<file path="src/rtl/shift_pkg.sv">
// Shared constants and state encoding for the iterative shifter.
package shift_pkg;

  localparam int unsigned SH_WIDTH    = 32;
  localparam int unsigned SH_AMT_W    = 5;
  localparam int unsigned SH_BIG_STEP = 4;

  typedef enum logic [1:0] {
    SH_IDLE  = 2'd0,
    SH_SHIFT = 2'd1,
    SH_FIN   = 2'd2
  } sh_state_e;

endpackage

</file>
<file path="src/rtl/shl_iter_if.sv">
// Request/result bundle between the execute stage and the iterative shifter.
interface shl_iter_if;
  import shift_pkg::*;

  logic                Start;
  logic                Rot;
  logic [SH_WIDTH-1:0] ShIn;
  logic [SH_AMT_W-1:0] Shamt;
  logic                Busy;
  logic                Done;
  logic [SH_WIDTH-1:0] ShOut;

  modport master (
    output Start, Rot, ShIn, Shamt,
    input  Busy, Done, ShOut
  );

  modport slave (
    input  Start, Rot, ShIn, Shamt,
    output Busy, Done, ShOut
  );
endinterface

</file>
<file path="src/rtl/shl_step.sv">
// One shift step: moves the operand left by 4 or 1, optionally rotating the
// bits shifted out of the top back into the bottom.
module shl_step
  import shift_pkg::*;
(
  input  logic [SH_WIDTH-1:0] Acc,
  input  logic                big,
  input  logic                rot,
  output logic [SH_WIDTH-1:0] NextAcc
);

  always_comb begin
    NextAcc = Acc;
    if (big) begin
      NextAcc = {Acc[SH_WIDTH-SH_BIG_STEP-1:0],
                 Acc[SH_WIDTH-1 -: SH_BIG_STEP] & {SH_BIG_STEP{rot}}};
    end else begin
      NextAcc = {Acc[SH_WIDTH-2:0], Acc[SH_WIDTH-1] & rot};
    end
  end

endmodule

</file>
<file path="src/rtl/shl_iter.sv">
// Iterative 32-bit shift-left / rotate-left unit; up to 4 positions per cycle.
// Busy and Done decode from the state register only.
module shl_iter
  import shift_pkg::*;
(
  input  logic      CLK,
  input  logic      RESET,
  shl_iter_if.slave bus
);

  sh_state_e           state_q;
  logic [SH_WIDTH-1:0] acc_q;
  logic [SH_WIDTH-1:0] acc_d;
  logic [SH_WIDTH-1:0] sh_out_q;
  logic [SH_AMT_W-1:0] rem_q;
  logic [SH_AMT_W-1:0] rem_d;
  logic                rot_q;
  logic                big;

  // A 4-step only when at least 4 remain, so rem never wraps.
  assign big   = (rem_q >= SH_AMT_W'(SH_BIG_STEP));
  assign rem_d = big ? (rem_q - SH_AMT_W'(SH_BIG_STEP)) : (rem_q - SH_AMT_W'(1));

  shl_step u_step (
    .Acc     (acc_q),
    .big     (big),
    .rot     (rot_q),
    .NextAcc (acc_d)
  );

  always_ff @(posedge CLK) begin
    if (RESET) begin
      state_q  <= SH_IDLE;
      acc_q    <= '0;
      rem_q    <= '0;
      rot_q    <= 1'b0;
      sh_out_q <= '0;
    end else begin
      case (state_q)
        SH_IDLE: begin
          if (bus.Start) begin
            acc_q <= bus.ShIn;
            rem_q <= bus.Shamt;
            rot_q <= bus.Rot;
            if (bus.Shamt != '0) begin
              state_q <= SH_SHIFT;
            end else begin
              sh_out_q <= bus.ShIn;
              state_q  <= SH_FIN;
            end
          end
        end
        SH_SHIFT: begin
          acc_q <= acc_d;
          rem_q <= rem_d;
          // Result is captured on the edge entering FIN.
          if (rem_d == '0) begin
            sh_out_q <= acc_d;
            state_q  <= SH_FIN;
          end
        end
        SH_FIN:  state_q <= SH_IDLE;
        default: state_q <= SH_IDLE;
      endcase
    end
  end

  assign bus.Busy  = (state_q != SH_IDLE);
  assign bus.Done  = (state_q == SH_FIN);
  assign bus.ShOut = sh_out_q;

endmodule

</file>
<file path="src/flat_wrapper.sv">
// flat-port wrapper written by rule: the top's interface ports become plain ports
module shl_iter_flat import shift_pkg::*;
  (CLK, RESET, bus_Start, bus_Rot, bus_ShIn, bus_Shamt, bus_Busy, bus_Done, bus_ShOut);
  shl_iter_if bus_i ();
  input  logic CLK;
  input  logic RESET;
  input wire logic [$bits(bus_i.Start)-1:0] bus_Start;
  input wire logic [$bits(bus_i.Rot)-1:0] bus_Rot;
  input wire logic [$bits(bus_i.ShIn)-1:0] bus_ShIn;
  input wire logic [$bits(bus_i.Shamt)-1:0] bus_Shamt;
  output wire logic [$bits(bus_i.Busy)-1:0] bus_Busy;
  output wire logic [$bits(bus_i.Done)-1:0] bus_Done;
  output wire logic [$bits(bus_i.ShOut)-1:0] bus_ShOut;
  assign bus_i.Start = bus_Start;
  assign bus_i.Rot = bus_Rot;
  assign bus_i.ShIn = bus_ShIn;
  assign bus_i.Shamt = bus_Shamt;
  assign bus_Busy = bus_i.Busy;
  assign bus_Done = bus_i.Done;
  assign bus_ShOut = bus_i.ShOut;
  shl_iter u_core (.CLK(CLK), .RESET(RESET), .bus(bus_i));
endmodule
</file>
<file path="config.mk">
export PLATFORM = sky130hd
export DESIGN_NAME = shl_iter_flat
export DESIGN_NICKNAME = d
export VERILOG_FILES = /design/src/rtl/shift_pkg.sv /design/src/rtl/shl_iter_if.sv /design/src/rtl/shl_step.sv /design/src/rtl/shl_iter.sv /design/src/flat_wrapper.sv
export SDC_FILE = /design/constraint.sdc
export NUM_CORES = 1
export LEC_CHECK = 0
export BUFFER_PORTS_ARGS = -buffer_cell sky130_fd_sc_hd__buf_2
export CAP_MARGIN = 20
export CORE_MARGIN = 1
export CORE_UTILIZATION = 40
export DETAILED_ROUTE_END_ITERATION = 7
export SETUP_SLACK_MARGIN = 0.2
export SLEW_MARGIN = 5
export SYNTH_ARGS = -nofsm -noshare
export SYNTH_HDL_FRONTEND = slang
export SYNTH_SLANG_ARGS = --single-unit
</file>
<file path="constraint.sdc">
create_clock -name CLK -period 3.35 [get_ports CLK]
set_clock_uncertainty 0.2 [all_clocks]
set_input_delay 0.335 -clock CLK [delete_from_list [all_inputs] [get_ports CLK]]
set_output_delay 0.335 -clock CLK [all_outputs]
set_load 0.01 [all_outputs]
</file>
### Yosys cells after proc, flatten, opt, wreduce, memory -nomap -nowiden

Index checks and enable logic that the tools add are counted.

| word-level totals | value |
|---|---|
| output and inout bits | 34 |
| bits in registers | 72 |
| logic and storage cells | 38 |

| operators by class | value |
|---|---|
| mux-type cells | 14 |
| add/subtract/negate cells | 2 |
| magnitude comparators | 1 |
| reductions and logical operators | 9 |
| equality and inequality tests | 5 |
| bitwise operators | 2 |

Operators with widths:

| kind | number |
|---|---|
| $mux W32 | 5 |
| $pmux W32 S2 | 2 |
| $mux W5 | 2 |
| $pmux W5 S2 | 1 |
| $mux W2 | 3 |
| $reduce_and A2 Y1 | 3 |
| $ge A5 B3 Y1 const B | 1 |
| $logic_not A5 Y1 | 1 |
| $reduce_bool A5 Y1 | 1 |
| $sub A5 B1 Y5 const B | 1 |
| $sub A5 B3 Y5 const B | 1 |
| $and A4 B4 Y4 | 1 |
| $ne A2 B2 Y1 const B | 2 |
| $pmux W2 S2 | 1 |
| $reduce_and A4 Y1 | 1 |
| $reduce_bool A2 Y1 | 2 |
| $eq A2 B1 Y1 const B | 1 |
| $eq A2 B2 Y1 const B | 1 |
| $logic_not A2 Y1 | 1 |
| $ne A2 B1 Y1 const B | 1 |
| $and A1 B1 Y1 | 1 |

### Logic depth before layout (Yosys ltp)

Gate-level depths: netlist of the first run.

| logic depth | value |
|---|---|
| word-level depth | 5 |
| depth in mapped cells | 9 |

### Modules after synthesis

A second synthesis of the first run with hierarchy kept.

| second synthesis, totals | value |
|---|---|
| cells, all modules | 546 |
| area total of the unflattened synthesis | 4372.9 um2 |

By module, submodules not included:

| module | cells an instance | seq. area each (um2) | times used | area each (um2) |
|---|---|---|---|---|
| shl_iter | 503 | 1441.4 | 1 | 3847.4 |
| shl_step | 43 | 0.0 | 1 | 525.5 |

### Least setup slack after synthesis of the first run

OpenSTA, ideal clock, no wires.

| timing | value |
|---|---|
| path kind | register to register |
| from | reg u_core.rem_q[3] |
| to | reg u_core.sh_out_q[4], in the netlist u_core.bus.ShOut[4] |
| data arrival time | 2180 ps |
| cell stages (with the launch flop) | 10 |
| required time | 3026 ps |
| setup slack | 845 ps |
| cells stage by stage | dfxtp_1 inv_1 ha_1 a2111o_1 buf_6 a211o_4 a211o_1 nand2_1 buf_2 o21ai_0 |

| on the way | value |
|---|---|
| cells in the longest elaborated chain, start to end | 5 |
| elaborated cells between the ends (all ways) | 10 |
| those cells by class | add/sub (2); order compare (1); eq/ne (1); mux (4); reduce/logical (2) |

Ends and longest elaborated chain:

| what | line | text |
|---|---|---|
| start, declared | shl_iter.sv:15 | `logic [SH_AMT_W-1:0] rem_q;` |
| start signal, assigned | shl_iter.sv:43 | `rem_q <= bus.Shamt;` |
| start signal, assigned | shl_iter.sv:55 | `rem_q <= rem_d;` |
| $sub A5 B1 Y5 (tied with other cells) | shl_iter.sv:22 | `assign rem_d = big ? (rem_q - SH_AMT_W'(SH_BIG_STEP)) : (rem_q - SH_AMT_W'(1));` |
| $mux W5 | shl_iter.sv:22 |  |
| $logic_not A5 Y1 | shl_iter.sv:57 | `if (rem_d == '0) begin` |
| $ne A2 B1 Y1 (no line) | -- |  |
| $reduce_and A4 Y1 (no line) | -- |  |
| end signal, assigned | shl_iter.sv:48 | `sh_out_q <= bus.ShIn;` |
| end, declared | shl_iter.sv:14 | `logic [SH_WIDTH-1:0] sh_out_q;` |

Several ways; a longest one is shown, not always the timed one. The select of a mux whose other input is x is not followed.
A chain may end at the register's enable or synchronous reset.

### Worst setup path in the final report of the first run

| timing | value |
|---|---|
| from | reg u_core.rem_q[3] |
| to | reg u_core.sh_out_q[18], in the netlist u_core.bus.ShOut[18] |

Same word-level chain as after synthesis.

==> results of run 1 <==
==> metal layers <==
metal	track usage [%]	vias to the layer above	part of all wire, %
li1	-	1796	-
met1	29.3	1641	47
met2	32.6	84	46
met3	2.70	12	4.9
met4	9.64	0	1.8
met5	0	-	0
==> worst max-delay path, cell delays in order (launching register included) <==
cell and delay (ns):
dfxtp_1 0.45, inv_1 0.12, ha_1 0.25, a2111o_1 0.41, a211o_4 0.30, a211o_1 0.28
nand2_1 0.48, o21ai_0 0.20
==> cell type report <==
cell class                      instances  area [µm²]  share of cell area [%]
Clock buffer                            9         124                    2.84
Clock inverter                          7        71.3                    1.63
Inverter                                4        15.0                   0.344
Multi-Input combinational cell        347        2090                    47.8
Sequential cell                        72        1440                    33.0
Tap cell                              108         135                    3.10
Timing Repair Buffer                   85         490                    11.2
==> worst max-delay path by stage <==
stage	from	endpoint	slack, ns
floorplan	u_core.rem_q[3]$_SDFFE_PP0P_	u_core.bus.ShOut[4]$_SDFFE_PP0P_	0.85
global placement	u_core.rem_q[3]$_SDFFE_PP0P_	u_core.bus.ShOut[17]$_SDFFE_PP0P_	0.56
detailed placement	u_core.rem_q[3]$_SDFFE_PP0P_	u_core.bus.ShOut[14]$_SDFFE_PP0P_	0.46
CTS	u_core.rem_q[3]$_SDFFE_PP0P_	u_core.bus.ShOut[18]$_SDFFE_PP0P_	0.44
global route	u_core.rem_q[3]$_SDFFE_PP0P_	u_core.bus.ShOut[18]$_SDFFE_PP0P_	0.27
finish	u_core.rem_q[3]$_SDFFE_PP0P_	u_core.bus.ShOut[18]$_SDFFE_PP0P_	0.51
==> metrics by stage <==
stage,setup slack (ns),utilization [%]
floorplan,0.845,-
global placement,0.564,46.9
detailed placement,0.460,46.9
CTS,0.441,49.1
global route,0.270,49.3
finish,0.514,49.3
==> registers in the layout, indices dropped and copies added, names as in the netlist <==
signal,cells
u_core.acc_q,32
u_core.bus.ShOut,32
u_core.rem_q,5
u_core.rot_q,1
u_core.state_q,2
==> report_power, final <==
part	internal, mW	leakage (nW)	switching (mW)	total (mW)
combinational	0.218	0.993	0.342	0.560
clock	0.344	0.0916	0.348	0.692
sequential	0.919	0.588	0.0553	0.974
==> logic make-up after synthesis <==
group | synth area share (%)
adder cells (fa/ha/maj) | 1.34
buffers and inverters | 5.81
flip-flops | 38.7
XOR/XNOR | 0.470
AND/OR/NAND/NOR | 18.9
multiplexers | 5.10
AO/OA/AOI/OAI | 29.7
==> cells in the mapped netlist, drive strengths merged, types with 2 or more instances <==
cell,n
a2111oi,2
a211o,2
a211oi,42
a21oi,51
and2,3
buf,9
clkbuf,35
dfxtp,72
ha,4
inv,4
mux2i,19
nand2,46
nand2b,20
nand3,27
nor2,46
nor2b,2
nor3,5
o211ai,13
o21ai,40
o221ai,12
==> summary.md, run 1 <==
| Metric | Value |
|---|---|
| Status | `complete, but fails checks` |
| Failing checks | `design-rule violations` |
| Global-route wire length before repair | `16500 µm` |
| RSZ-0062 raised after global routing | `false` |
| CTS max path bufs | `2` |
| DIE WIDTH | `98.5 µm` |
| Most frequent cells in the layout | `74 x buf_2, 72 x dfxtp_1, 51 x a21oi_1` |
| WHS Path Cells | `3` |
| Number of instances in the placed design | `615` |
| Drt drc | `5` |
| DP Area | `0.00415 mm²` |
| Pwr/cell area | `510 mW/mm²` |
| Tcrit/Tclk final | `84.7%` |
| Share of cells above drive strength 1 | `21.0%` |
| Vias in the first global route | `3346` |
| FFs w/ async S/R, synth | `0%` |
| Post-CTS Repair Setup Buffers | `0` |
| Crit path required time | `3.35 ns` |
| Num rows | `34` |
| Fin area | `around 0.0044 mm²` |
| Top_reg_cell synth | `dfxtp_1` |
| Port buffer count | `74` |
| LEAKAGE | `about 1.7 nW` |
| CP Class | `reg -> reg` |
| Global route total overflow | `0` |
| Root Buffer | `clkbuf_8` |
| Num ports | `75` |
| Initial antenna violation count | `0` |
| Reg2reg end | `u_core.bus.ShOut[18]$_SDFFE_PP0P_` |
| Startpoint types | `flip-flop` |
| Avg Cell Area, Syn | `7.98 µm²` |
| N_diodes | `0` |
| Critical path endpoint category | `flip-flop` |
| Vias | `around 3500` |
| WL/cell | `15.5 µm` |
| Ys Warns | `0` |
| Mapped cell area | `0.00373 mm²` |
| Die Span Y | `just under 100 µm` |
| Largest net degree at the start of global routing | `99` |
| Top cells by area, synth | `dfxtp_1 39%, a211oi_1 8.3%, a21oi_1 6.9%` |
| Final Hold Viols | `0` |
| Max Fclk | `0.353 GHz` |
| GRT Total Usage | `21.1%` |
| DRT Pass-1 Iters | `7` |
| Area added between synthesis and finish | `17.2%` |
| Min-delay src | `bus_Rot` |
| R2R depth | `7` |
| Max-slew violations | `0` |
| Worst-Margin Slew | `0.766 ns` |
| Initial Util | `about 42%` |
| Flop2flop setup slack | `between 0.5 and 0.6 ns` |
| DR iter-0 viols | `167` |
| Layout Nets | `between 500 and 600` |
| Endpoints failing setup | `0` |
| Clk sink count | `about 70` |
| Seq/Total Area, Yosys | `38.7%` |
| Number of synthesized register bits | `72` |
| Synth top area share | `38.7%` |
| Rel. slew slack | `48.9%` |
| Worst-path clk slew | `about 0.080 ns` |
| Cts hold-fix bufs | `0` |
| Post-CTS Resized | `0` |
| Reg-to-Reg Start | `u_core.rem_q[3]$_SDFFE_PP0P_` |
| EDFF count, synth | `0` |
| Yosys top cell by area | `dfxtp_1` |
| Syn Inst Count | `467` |
| Max FO, Critical Path | `20` |
| Setup TNS | `0 ns` |
| CTS tree | `done` |
| H-tree depth | `3` |
| Max-cap violation count | `0` |
| Min-Delay Endpoint | `u_core.rot_q$_SDFFE_PP0P_` |
| Core box area | `0.00885 mm²` |
| Post-DP HPWL | `about 6400 µm` |
| Post-route ant nets | `0` |
| Gpl congestion | `0.820` |
| Clock latency on the worst-skew pair | `0.34 ns` |
| Total Power | `2.23 mW` |
| Post-synth cell types | `41` |
| Post-Layout Cell Count | `632` |
| Fin Hold WS | `0.0333 ns` |
| Critical path arrival | `roughly 2.8 ns` |
| Die area | `0.00971 mm²` |
| Worst hold path class | `in -> reg` |
| TritonCTS buffer count | `9` |
| Syn_nets | `512` |
| Fillers | `between 900 and 1000` |
| Worst vdd ir | `198 µV` |
| Commonest non-fill, non-tap cell in the layout | `buf_2` |
| Total wire length | `9780 µm` |
| Via-to-Cell Ratio | `5.59` |
| Crit path time final | `2.84 ns` |
Power figures use the tool's default switching activity.
==> run 2, diff against run 1 <==
--- a/config.mk
+++ b/config.mk
@@ -5,6 +5,7 @@
 export SDC_FILE = /design/constraint.sdc
 export NUM_CORES = 1
 export LEC_CHECK = 0
+export ABC_AREA = 1
 export BUFFER_PORTS_ARGS = -buffer_cell sky130_fd_sc_hd__buf_2
 export CAP_MARGIN = 20
 export CORE_MARGIN = 1
==> constraint.sdc (replaced) <==
create_clock -name CLK -period 2.6 [get_ports CLK]
set_clock_uncertainty 0.2 [all_clocks]
set_input_delay 0.26 -clock CLK [delete_from_list [all_inputs] [get_ports CLK]]
set_output_delay 0.26 -clock CLK [all_outputs]
set_load 0.01 [all_outputs]
==> run 2 against run 1 <==
The flow now finishes without violations. Routed wire length fell by 6.3%. Largest cell class unchanged. Design area rose by 0.66%. Critical path depth rose by 7. Sequential share of layout area fell by 0.19 points. Highest routed layer unchanged. Fmax rose by 31%. Final cell count rose by 21%. Clock power rose by 14%. Sequential cell count did not move. First-iteration DRC count rose by 3.0%.
==> summary.md, run 2 <==
| Metric | Value |
|---|---|
| Total Power | `3.42 mW` |
| Max-cap violation count | `0` |
| Worst hold path class | `in -> reg` |
| Mapped cell area | `0.00376 mm²` |
| Total wire length | `approximately 9200 µm` |
| N_diodes | `0` |
| Setup TNS | `0 ns` |
| Die Span Y | `99.0 µm` |
| Register Area | `0.00144 mm²` |
| LEAKAGE | `2.41 nW` |
| Flop2flop setup slack | `approximately 0.44 ns` |
| Final Hold Viols | `0` |
| Post-CTS Repair Setup Buffers | `0` |
| WL/cell | `12.0 µm` |
| Commonest non-fill, non-tap cell in the layout | `nand2_1` |
| Gpl congestion | `0.845` |
| Post-Layout Cell Count | `766` |
| Yosys top cell by area | `dfxtp_1` |
| Clock latency on the worst-skew pair | `about 0.34 ns` |
| CTS max path bufs | `2` |
| RSZ-0062 raised after global routing | `false` |
| Max Fclk | `0.462 GHz` |
| Crit path setup slack, layout | `approximately 0.44 ns` |
| Initial Util | `around two fifths` |
| Port buffer count | `74` |
| Max-slew violations | `0` |
| Post-route ant nets | `0` |
| R2R depth | `14` |
| Number of instances in the placed design | `748` |
| Most frequent cell after synthesis | `nand2_1` |
| Fin area | `0.00439 mm²` |
| Syn Inst Count | `588` |
| Crit path required time | `between 2 and 3 ns` |
| Core Util, Final | `between 40 and 50%` |
| Initial antenna violation count | `0` |
| CTS tree | `done` |
| Critical Path Source | `u_core.rem_q[0]$_SDFFE_PP0P_` |
| Min-Delay Endpoint | `u_core.rem_q[0]$_SDFFE_PP0P_` |
| FFs w/ async S/R, synth | `0%` |
| GRT Total Usage | `19.5%` |
| Area added between synthesis and finish | `16.8%` |
| DR iter-0 viols | `172` |
| Most frequent cells in the layout | `144 x nand2_1, 98 x inv_1, 74 x buf_2` |
| Clk sink count | `72` |
| Reg-to-Reg Start | `u_core.rem_q[0]$_SDFFE_PP0P_` |
| Post-synth top cells | `145 x nand2_1, 98 x inv_1, 73 x nor2_1, 72 x dfxtp_1, 58 x o21ai_0` |
| EDFF count, synth | `0` |
| Drt drc | `0` |
| TritonCTS buffer count | `9` |
| H-tree depth | `3` |
| Place WS | `0.229 ns` |
| Rel. slew slack | `63.4%` |
| Root Buffer | `clkbuf_8` |
| Vias | `between 3000 and 4000` |
| Global-route wire length before repair | `15400 µm` |
| Share of cells above drive strength 1 | `16.3%` |
| Crit path time final | `2.16 ns` |
| Top_reg_cell synth | `dfxtp_1` |
| WHS Path Cells | `3` |
| DRT Pass-1 Iters | `5` |
| Fillers | `between 1000 and 1500` |
| CP Class | `reg -> reg` |
| Startpoint types | `flip-flop` |
| Post-DP HPWL | `6340 µm` |
| Min-delay src | `bus_Shamt[0]` |
| Tcrit/Tclk final | `83.2%` |
| Fin Hold WS | `0.0236 ns` |
| Worst-path clk slew | `0.08 ns` |
| Ys Warns | `0` |
| Synth top area share | `38.3%` |
| Endpoints failing setup | `0` |
| Status | `completed` |
| Top cells by area, synth | `dfxtp_1 38%, nand2_1 14%, inv_1 9.8%` |
| Worst-Margin Slew | `approximately 0.55 ns` |
| Number of synthesized register bits | `72` |
| DP Area | `0.00418 mm²` |
| Critical path endpoint category | `flip-flop` |
| Core box area | `0.00920 mm²` |
| Pwr/cell area | `779 mW/mm²` |
| Seq/Total Area, Yosys | `38.3%` |
| Worst vdd ir | `~230 µV` |
| Layout Nets | `just under 700` |
| Syn_nets | `633` |
| Largest net degree at the start of global routing | `65` |
| Die area | `0.00980 mm²` |
| DIE WIDTH | `99.0 µm` |
| Critical path arrival | `~2.2 ns` |
| Footprint of the multi-input gates | `0.00178 mm²` |
| Global route total overflow | `0` |
| Post-synth cell types | `28` |
| Reg2reg end | `u_core.bus.ShOut[22]$_SDFFE_PP0P_` |
| Num ports | `75` |
| Num rows | `35` |
| Via-to-Cell Ratio | `4.83` |
| Max FO, Critical Path | `55` |
| Vias in the first global route | `3446` |
| Avg Cell Area, Syn | `6.40 µm²` |
-- run 2: cells by family (layout without fill, tap and decap cells) --
family          after synthesis  in the layout  share of synthesized area [%]
compound gates              139            139                           20.4
fa+ha+maj                     4              4                           1.33
simple gates                238            238                           25.5
buf+inv                     135            202                           14.5
flops                        72             72                           38.3
-- run 2: timing repair --
action / in CTS / in global routing
hold buffers: 2 / 0
endpoints found under the hold margin: 2 / 0
endpoints found under the setup margin: 0 / 33
resized for setup: 0 / 7
-- run 2: worst max path at each step --
stage	to	slack [ns]	cells after the start
after floorplan	u_core.bus.ShOut[10]$_SDFFE_PP0P_	0.60	13
after global placement	u_core.bus.ShOut[28]$_SDFFE_PP0P_	0.32	13
after detailed placement	u_core.bus.ShOut[9]$_SDFFE_PP0P_	0.23	13
after CTS	u_core.bus.ShOut[9]$_SDFFE_PP0P_	0.22	13
after global routing	u_core.bus.ShOut[15]$_SDFFE_PP0P_	0.23	14
final	u_core.bus.ShOut[22]$_SDFFE_PP0P_	0.44	14
-- run 2: power breakdown --
group	leakage [nW]	internal [mW]	total, mW	switching, mW
clock	0.0834	0.371	0.787	0.416
combinational	1.73	0.434	1.23	0.798
sequential	0.594	1.30	1.40	0.106
total	2.41	2.10	3.42	1.32
-- run 2: per-layer routing --
layer / vias up / wire length, µm / global-route usage, %
met1: 1640 / 4330 / 25.2
met2: 100 / 4240 / 32.6
li1: 1953 / - / -
met5: - / 0 / 0
met3: 6 / 520 / 4.68
met4: 0 / 75 / 4.94
-- run 2: critical path, cell delays in order (launching register included) --
cell and delay (ns):
dfxtp_1 0.35, inv_1 0.09, ha_1 0.22, nand2_2 0.15
nand3_4 0.12, nand2_1 0.08, nand2_1 0.06, nor2_1 0.15
nand2_1 0.08, nand2_2 0.08, nand3_4 0.07, buf_12 0.18
nand2_1 0.09, nand2_1 0.05, nor2_1 0.09
-- run 2: final cells by class --
| class | instances | area share, % |
|---|---|---|
| clock buffers | 13 | 3.39 |
| clock inverters | 3 | 0.399 |
| inverters | 101 | 8.63 |
| multi-input cells | 381 | 40.6 |
| flip-flops and latches | 72 | 32.8 |
| well taps | 111 | 3.16 |
| repair buffers | 85 | 11.0 |
